`src/rtl/mem_ctrl.sv`:
```
// Memory controller for the fetch and load/store stages.
// Turns instruction-fetch word reads and load/store accesses into one-byte
// transactions on a single-port RAM. Loads take priority over fetches, and
// each result is returned with a one-cycle enable pulse.
module mem_ctrl #(
   parameter int ADDR_W = 32,
   parameter int DATA_W = 32
) (
   input  logic              clk,
   input  logic              rst,
   input  logic              rdy,
   input  logic              jump_or_not,
   input  logic              if_request,
   input  logic [ADDR_W-1:0] if_addr,
   output logic [DATA_W-1:0] if_inst,
   output logic              if_enable,
   input  logic              mem_request,
   input  logic              mem_wr,
   input  logic [ADDR_W-1:0] mem_addr,
   input  logic [1:0]        mem_len,
   input  logic [DATA_W-1:0] mem_wdata,
   output logic [DATA_W-1:0] mem_rdata,
   output logic              mem_enable,
   input  logic [7:0]        ram_din,
   output logic [7:0]        ram_dout,
   output logic [ADDR_W-1:0] ram_a,
   output logic              ram_wr
);

   localparam logic [1:0] ST_IDLE      = 2'd0;
   localparam logic [1:0] ST_IF_READ   = 2'd1;
   localparam logic [1:0] ST_MEM_READ  = 2'd2;
   localparam logic [1:0] ST_MEM_WRITE = 2'd3;

   // Number of bytes moved for a load/store of the given size code.
   function automatic logic [2:0] len_to_bytes(input logic [1:0] len);
      logic [2:0] n;
      case (len)
         2'b00:   n = 3'd1;
         2'b01:   n = 3'd2;
         default: n = 3'd4;
      endcase
      return n;
   endfunction

   logic [1:0]        state_q, state_d;
   logic [2:0]        cnt_q, cnt_d;       // index of the next byte edge, 1..N
   logic [2:0]        n_q, n_d;           // total bytes in this access
   logic [ADDR_W-1:0] addr_q, addr_d;
   logic [DATA_W-1:0] wdata_q, wdata_d;
   logic [DATA_W-1:0] result_q, result_d; // bytes gathered so far
   logic [DATA_W-1:0] if_inst_q, if_inst_d;
   logic [DATA_W-1:0] mem_rdata_q, mem_rdata_d;
   logic              if_en_q, if_en_d;
   logic              mem_en_q, mem_en_d;
   logic [ADDR_W-1:0] ram_a_q, ram_a_d;
   logic [7:0]        ram_dout_q, ram_dout_d;
   logic              ram_wr_q, ram_wr_d;

   logic [1:0]        byte_idx_s;  // result byte captured at this edge
   logic [ADDR_W-1:0] next_addr_s;
   logic [DATA_W-1:0] merged_s;
   logic              last_s;
   logic              busy_s;      // an enable is still visible to a requester

   assign byte_idx_s  = cnt_q[1:0] - 2'd1;
   assign next_addr_s = addr_q + ADDR_W'(cnt_q);
   assign last_s      = (cnt_q == n_q);
   assign busy_s      = if_en_q | mem_en_q;

   // Next-state logic: arbitration, byte sequencing and result assembly.
   always_comb begin
      state_d     = state_q;
      cnt_d       = cnt_q;
      n_d         = n_q;
      addr_d      = addr_q;
      wdata_d     = wdata_q;
      result_d    = result_q;
      if_inst_d   = if_inst_q;
      mem_rdata_d = mem_rdata_q;
      if_en_d     = 1'b0;
      mem_en_d    = 1'b0;
      ram_a_d     = ram_a_q;
      ram_dout_d  = ram_dout_q;
      ram_wr_d    = 1'b0;

      merged_s = result_q;
      merged_s[{byte_idx_s, 3'b000} +: 8] = ram_din;

      case (state_q)
         ST_IDLE: begin
            if (busy_s) begin
               state_d = ST_IDLE;
            end else if (mem_request) begin
               addr_d   = mem_addr;
               n_d      = len_to_bytes(mem_len);
               wdata_d  = mem_wdata;
               result_d = '0;
               cnt_d    = 3'd1;
               ram_a_d  = mem_addr;
               if (mem_wr) begin
                  ram_dout_d = mem_wdata[7:0];
                  ram_wr_d   = 1'b1;
                  state_d    = ST_MEM_WRITE;
               end else begin
                  state_d    = ST_MEM_READ;
               end
            end else if (if_request && !jump_or_not) begin
               addr_d   = if_addr;
               n_d      = 3'd4;
               result_d = '0;
               cnt_d    = 3'd1;
               ram_a_d  = if_addr;
               state_d  = ST_IF_READ;
            end else begin
               state_d = ST_IDLE;
            end
         end

         ST_IF_READ: begin
            if (jump_or_not) begin
               // Flushed fetch: drop it silently, no enable.
               state_d = ST_IDLE;
            end else if (last_s) begin
               result_d  = merged_s;
               if_inst_d = merged_s;
               if_en_d   = 1'b1;
               state_d   = ST_IDLE;
            end else begin
               result_d = merged_s;
               ram_a_d  = next_addr_s;
               cnt_d    = cnt_q + 3'd1;
            end
         end

         ST_MEM_READ: begin
            result_d = merged_s;
            if (last_s) begin
               mem_rdata_d = merged_s;
               mem_en_d    = 1'b1;
               state_d     = ST_IDLE;
            end else begin
               ram_a_d = next_addr_s;
               cnt_d   = cnt_q + 3'd1;
            end
         end

         ST_MEM_WRITE: begin
            if (last_s) begin
               mem_en_d = 1'b1;
               state_d  = ST_IDLE;
            end else begin
               ram_a_d    = next_addr_s;
               ram_dout_d = wdata_q[{cnt_q[1:0], 3'b000} +: 8];
               ram_wr_d   = 1'b1;
               cnt_d      = cnt_q + 3'd1;
            end
         end

         default: begin
            state_d = ST_IDLE;
         end
      endcase
   end

   // State and output registers; everything freezes while rdy is low.
   always_ff @(posedge clk or negedge rst) begin
      if (!rst) begin
         state_q     <= ST_IDLE;
         cnt_q       <= 3'd0;
         n_q         <= 3'd0;
         addr_q      <= '0;
         wdata_q     <= '0;
         result_q    <= '0;
         if_inst_q   <= '0;
         mem_rdata_q <= '0;
         if_en_q     <= 1'b0;
         mem_en_q    <= 1'b0;
         ram_a_q     <= '0;
         ram_dout_q  <= 8'h00;
         ram_wr_q    <= 1'b0;
      end else if (rdy) begin
         state_q     <= state_d;
         cnt_q       <= cnt_d;
         n_q         <= n_d;
         addr_q      <= addr_d;
         wdata_q     <= wdata_d;
         result_q    <= result_d;
         if_inst_q   <= if_inst_d;
         mem_rdata_q <= mem_rdata_d;
         if_en_q     <= if_en_d;
         mem_en_q    <= mem_en_d;
         ram_a_q     <= ram_a_d;
         ram_dout_q  <= ram_dout_d;
         ram_wr_q    <= ram_wr_d;
      end
   end

   assign if_inst    = if_inst_q;
   assign if_enable  = if_en_q;
   assign mem_rdata  = mem_rdata_q;
   assign mem_enable = mem_en_q;
   assign ram_a      = ram_a_q;
   assign ram_dout   = ram_dout_q;
   // A held write strobe must not reach the RAM while the system is stalled.
   assign ram_wr     = ram_wr_q & rdy;

endmodule

```
`config.mk`:
```
export PLATFORM = sky130hd
export DESIGN_NAME = mem_ctrl
export DESIGN_NICKNAME = d
export VERILOG_FILES = /design/src/rtl/mem_ctrl.sv
export SDC_FILE = /design/constraint.sdc
export NUM_CORES = 1
export LEC_CHECK = 0
export ABC_AREA = 0
export BUFFER_PORTS_ARGS = -buffer_cell sky130_fd_sc_hd__buf_2
export CAP_MARGIN = 10
export CORE_MARGIN = 3
export CORE_UTILIZATION = 30
export CTS_CLUSTER_SIZE = 16
export DETAILED_ROUTE_END_ITERATION = 16
export HOLD_SLACK_MARGIN = 0.08
export SYNTH_ARGS = -nofsm -noshare
export SYNTH_HDL_FRONTEND = slang
export SYNTH_SLANG_ARGS = --single-unit
```
`constraint.sdc`:
```
create_clock -name clk -period 4.1 [get_ports clk]
set_input_delay 0.82 -clock clk [delete_from_list [all_inputs] [get_ports clk]]
set_output_delay 0.82 -clock clk [all_outputs]
set_load 0.005 [all_outputs]
```
==> metrics.yaml, run 1 <==
worst_setup_path:
  worstSetupPathType: "flip-flop to flip-flop"
  cp-start-kind: "flip-flop"
  path_max_fanout: 42
  crit_chain: "inv_1, ha_1, buf_4, clkinv_1, o21a_1, and4_1, nand2_1, o221ai_1"
  cpPeakStageDelay_ns: 0.58
  critPathSlowestCell: "clkinv_1"
  crit_path_end_kind: "flip-flop"
  cp_data_arrival_time_ns: 3.45
  r2r_slack_ns: 1.02
  cp.required_ns: 4.47
yosys:
  async_flop_share_pct: 100
  yosys_most_used_dff: "dfrtp_1"
  synth.top_cell.area_share_pct: 53.2
  synth_top_area_cell: "dfrtp_1"
  yosysWarnings: 0
  ys_seq_area_share_pct: 53.2
  synth_area_um2: 9920
  synth_fp_nets: 1080
  syn_inst: 953
  synth.avg_cell_area_um2: 10.4
  synth_edf_count: 0
  yosys-top-cells-area: "dfrtp_1 (53%), mux2_2 (5.8%), a21oi_1 (5.4%), nand2_1 (4.0%), mux2i_1 (3.4%)"
  yosysUniqueCellTypes: 54
  yosys_register_bits: 211
global_route:
  grt_max_degree: 115
  antenna_found_initial: 0
  grt_usage_pct: 15.1
  grt_pass1_wl_um: 43400
  overflow: 0
  grt_pass1_vias: 7901
outcome:
  outcome: "finished clean"
timing:
  skew_ns: 0.0182
  slew_violations: 0
  tightest_slew_ns: 1.01
  relSlewSlack_pct: 32.1
  fin_crit_ns: 3.08
  timing.final.crit_share_pct: 75.1
  rsz0062_at_grt: "no"
  setup_tns_ns: 0
  setup_violations: 0
  hold_viol: 0
  max_freq_mhz: 325
  holdWs_ns: 0.378
floorplan:
  ios: 220
  die_height_um: 188
  row_count: 65
  core_um2: 32000
  initial_utilization_pct: 31.0
  dieArea_um2: 35300
  die_w_um: 188
clock_network:
  clkLatencyLatePin_ns: 0.52
  htree_levels: 1
  cts-buffers-inserted: 24
  cts_resized: 0
  clkSinkCount: 211
  clk_pin_slew_ns: 0.06
  clock_path_buffers: 3
  cts_hold_buffers: 0
  postCtsSetupBuffers: 0
  cts_tree: "done"
  cts_root_buf: "clkbuf_16"
power_and_ir_drop:
  power.density_nw_per_um2: 718
  p_leak_uw: 0.00587
  peakVddDrop_mv: 0.360
finish:
  final_cells: 1605
  final_common_cell: "buf_2"
  multi_input_area_um2: 4390
  diodes: 0
  area_growth_pct: 24.7
  fillCellCount: 3253
  drive_gt1_share_pct: 29.3
  register_area_um2: 5280
  final_cell_mix: "buf_2 (218), dfrtp_1 (211), a21oi_1 (107)"
  fin_nets: 1280
routing:
  post_drt_wl_per_cell_um: 16.9
  drc: 0
  routed_wl_um: 27200
  ant_nets: 0
  dr_total_vias: 7835
  drt-pass1-iter-count: 6
  avgViaCountPerCell: 4.88
  drtIter0Drc: 360
placed_design:
  hpwlAfterDp_um: 19500
  port_buffers: 219
  placed_cells_incl_taps: 1562
  place.gp.congestion: 0.795
hold_path:
  min_path_type: "input pin to async pin"
job:
  drv_cap: 0
final cells by class:
cell class	count	area share, %
clock buffers	33	5.54
clock inverters	10	1.47
inverters	9	0.273
multi-input cells	671	35.5
flip-flops and latches	211	42.7
well taps	435	4.40
repair buffers	236	10.2
cells in the mapped netlist (all sizes together), types with 3 or more instances:
cell type and instances:
clkbuf 46, o21ai 63, nand2 106, nor4 4, a22o 34, buf 16, and3 11, mux2i 34
or4 3, ha 13, xnor2 7, nand2b 3, or3 9, and2 3, o221ai 4, nor3 13
and4 5, inv 8, nor2 81, dfrtp 211, xor2 21, nand3 11, a21oi 107, o211ai 9
nor2b 38, mux4 8, mux2 51, nand4 10
final timing paths:
path	end	start	cells past startpoint
max	ram_a[26]	state_q[0]	8
min	addr_q[19]	rst	1
max reg2reg	ram_a[26]	state_q[0]	8
min reg2reg	ram_a[4]	ram_a[4]	2
max in group asynchronous	if_inst[8]	rst	2
min in group clk	ram_a[4]	ram_a[4]	2
stage by stage:
stage | util, % | setup slack, ns | total power (uW) | cell area [um2]
finish | 38.6 | 1.02 | 8880 | 12400
global route | 38.6 | 0.768 | 9550 | 12400
CTS | 38.6 | 1.03 | 9010 | 12400
detailed placement | 35.9 | 1.05 | 6620 | 11500
global placement | 35.9 | 1.13 | 6520 | 11500
floorplan | - | 1.21 | 5390 | 9920
state kept, by name, indices dropped and copies added, names as in the netlist:
name,cells
ram_wr_q,1
if_inst,32
wdata_q,32
ram_dout,8
cnt_q,3
result_q,32
if_enable,1
state_q,2
mem_rdata,32
addr_q,32
mem_enable,1
ram_a,32
n_q,3
power by group:
part | switching (uW) | internal [uW] | total [uW] | leakage, uW
Combinational | 1630 | 1390 | 3020 | 0.00277
Sequential | 604 | 2910 | 3510 | 0.00269
Clock | 870 | 1480 | 2350 | 0.000422
Total | 3100 | 5780 | 8880 | 0.00587
logic make-up after synthesis:
family / share of synthesized area, %
and+or+nand+nor: 14.6
AOI/OAI and AO/OA: 14.1
xor gates and xnor gates: 2.47
DFF: 53.2
muxes: 11.0
adders and majority gates: 1.84
buffers and inverters: 2.75
routing by layer:
| metal | global-route usage [%] | up-vias | part of all wire, % |
|---|---|---|---|
| met5 | 0 | - | 0 |
| met3 | 2.73 | 42 | 5.6 |
| met1 | 20.6 | 3815 | 45 |
| met2 | 24.7 | 208 | 47 |
| met4 | 4.33 | 0 | 2.7 |
| li1 | - | 3770 | - |
worst max-delay path, delay by kind of cell, from the launching register on:
| kind | cells | cell delay [ns] |
|---|---|---|
| DFF | 1 | 0.41 |
| adders and majority gates | 1 | 0.14 |
| AOI/OAI and AO/OA | 2 | 0.57 |
| and+or+nand+nor | 2 | 0.75 |
| buffers and inverters | 3 | 1.05 |
Power figures use the tool's default switching activity.
==> run 2: changes to the inputs <==
- clock period: 4.1 -> 2.9 ns (I/O delays scaled with it)
==> metrics.yaml, run 2 (synthesis results as in run 1) <==
outcome:
  outcome: "finished clean"  # unchanged
clock_network:
  cts_root_buf: "clkbuf_16"  # unchanged
  htree_levels: 1  # unchanged
  clkLatencyLatePin_ns: 0.52  # about the same
  clock_path_buffers: 3  # unchanged
  cts_hold_buffers: 1  # was 0
  cts_tree: "done"  # unchanged
  clkSinkCount: 211  # unchanged
  cts_resized: 0  # unchanged
  postCtsSetupBuffers: 0  # unchanged
  cts-buffers-inserted: 26  # was 24
  clk_pin_slew_ns: 0.06  # about the same
global_route:
  grt_pass1_vias: 7971  # was 7901
  antenna_found_initial: 0  # unchanged
  grt_pass1_wl_um: 44500  # was 43400 um
  grt_max_degree: 79  # was 115
  grt_usage_pct: 15.5  # was 15.1%
  overflow: 0  # unchanged
worst_setup_path:
  worstSetupPathType: "flip-flop to flip-flop"  # unchanged
  crit_path_end_kind: "flip-flop"  # unchanged
  cp.required_ns: 3.32  # was 4.47 ns
  critical_path.startpoint: "cnt_q[2]"  # was state_q[0]
  reg2reg_to: "ram_a[22]"  # was ram_a[26]
  r2r_slack_ns: 0.40  # was 1.02 ns
  cp_data_arrival_time_ns: 2.92  # was 3.45 ns
  cp-start-kind: "flip-flop"  # unchanged
  path_max_fanout: 9  # was 42
  cp-endpoint: "ram_a[22]"  # was ram_a[26]
  worstReg2RegStart: "cnt_q[2]"  # was state_q[0]
  worstRegToRegCells: 6  # was 8
timing:
  slew_violations: 0  # unchanged
  hold_viol: 0  # unchanged
  setup_violations: 0  # unchanged
  fin_crit_ns: 2.50  # was 3.08 ns
  setup_tns_ns: 0  # unchanged
  skew_ns: 0.00765  # was 0.0182 ns
  tightest_slew_ns: 0.979  # was 1.01 ns
  timing.final.crit_share_pct: 86.2  # was 75.1%
  max_freq_mhz: 400  # was 325 MHz
  relSlewSlack_pct: 34.2  # was 32.1%
  rsz0062_at_grt: "no"  # unchanged
power_and_ir_drop:
  peakVddDrop_mv: 0.467  # was 0.360 mV
  power.density_nw_per_um2: 1020  # was 718 nW/um2
  p_leak_uw: 0.00600  # was 0.00587 uW
placed_design:
  port_buffers: 219  # unchanged
  hpwlAfterDp_um: 19800  # was 19500 um
  postPlaceCellArea_um2: 11700  # was 11500 um2
  place.gp.congestion: 0.796  # was 0.795
finish:
  register_area_um2: 5280  # unchanged
  final_common_cell: "buf_2"  # unchanged
  final_cell_area_um2: 12600  # was 12400 um2
  multi_input_area_um2: 4390  # unchanged
  fin_nets: 1298  # was 1280
  diodes: 0  # unchanged
  drive_gt1_share_pct: 30.4  # was 29.3%
  area_growth_pct: 27.0  # was 24.7%
  fillCellCount: 3227  # was 3253
  final_cell_mix: "buf_2 (218), dfrtp_1 (211), a21oi_1 (107)"  # unchanged
floorplan:
  die_height_um: 188  # unchanged
  row_count: 65  # unchanged
  die_w_um: 188  # unchanged
  initial_utilization_pct: 31.0  # unchanged
  core_um2: 32000  # unchanged
  ios: 220  # unchanged
  dieArea_um2: 35300  # unchanged
routing:
  drt-pass1-iter-count: 5  # was 6
  ant_nets: 0  # unchanged
  drtIter0Drc: 499  # was 360
  dr_total_vias: 7958  # was 7835
  post_drt_wl_per_cell_um: 17.1  # was 16.9 um
  drc: 0  # unchanged
  routed_wl_um: 27800  # was 27200 um
  avgViaCountPerCell: 4.90  # was 4.88
job:
  drv_cap: 0  # unchanged
hold_path:
  min_path_type: "input pin to flip-flop"  # was input pin to async pin
==> run 2: cell count changes in the layout (fill, tap and decap cells not counted) <==
cell	change
clkbuf_16	+2
clkinv_2	+2
buf_12	+3
clkbuf_8	+1
dlygate4sd3_1	+1
clkinvlp_4	-1
buf_4	+12
==> run 2: layer usage <==
layer	routed length [um]	global-route usage, %	part of all wire (%)	vias to the layer above
li1	-	-	-	3817
met1	12700	21.5	46	3878
met2	13100	25.4	47	224
met3	1380	2.52	5.0	39
met4	577	3.69	2.1	0
met5	0	0	0	-
==> run 2: power breakdown <==
group	switching [uW]	internal [uW]	leakage, uW
sequential	806	4120	0.00269
clock	1250	2240	0.000462
combinational	2410	2050	0.00285
==> run 2: worst max-delay path: stages, from the launching register on <==
cell	delay (ns)
dfrtp_1	0.42
ha_1	0.36
a21oi_1	0.11
nor4_2	0.86
and4_1	0.31
xnor2_1	0.07
a221oi_1	0.25
==> run 2: worst min path at each step <==
stage                          start         to  cells past startpoint
after floorplan                  rst  addr_q[0]                      0
after global placement      ram_a[8]   ram_a[8]                      2
after detailed placement    ram_a[6]   ram_a[6]                      2
after CTS                 mem_len[1]     n_q[0]                      2
after global routing      mem_len[1]     n_q[0]                      2
final                     mem_len[1]     n_q[0]                      2
==> run 2: area by class of cell <==
cell class              instances  share of cell area, %
clock buffers                  36                   5.95
clock inverters                11                   1.46
flip-flops and latches        211                   41.9
repair buffers                252                   11.3
multi-input cells             671                   34.8
well taps                     435                   4.32
inverters                       9                  0.268
==> run 2: metrics by stage <==
step | instances | hold WS, ns | total power, uW | util [%] | setup WS, ns
3_3_place_gp | 1577 | 0.462 | 9370 | 36.4 | 0.466
4_1_cts | 1625 | 0.231 | 13100 | 39.3 | 0.439
5_1_grt | 1625 | 0.247 | 13800 | 39.3 | 0.210
3_5_place_dp | 1577 | 0.466 | 9500 | 36.4 | 0.453
2_1_floorplan | 953 | 0.284 | 7610 | - | 0.00500
6_report | 1625 | 0.255 | 12900 | 39.3 | 0.402
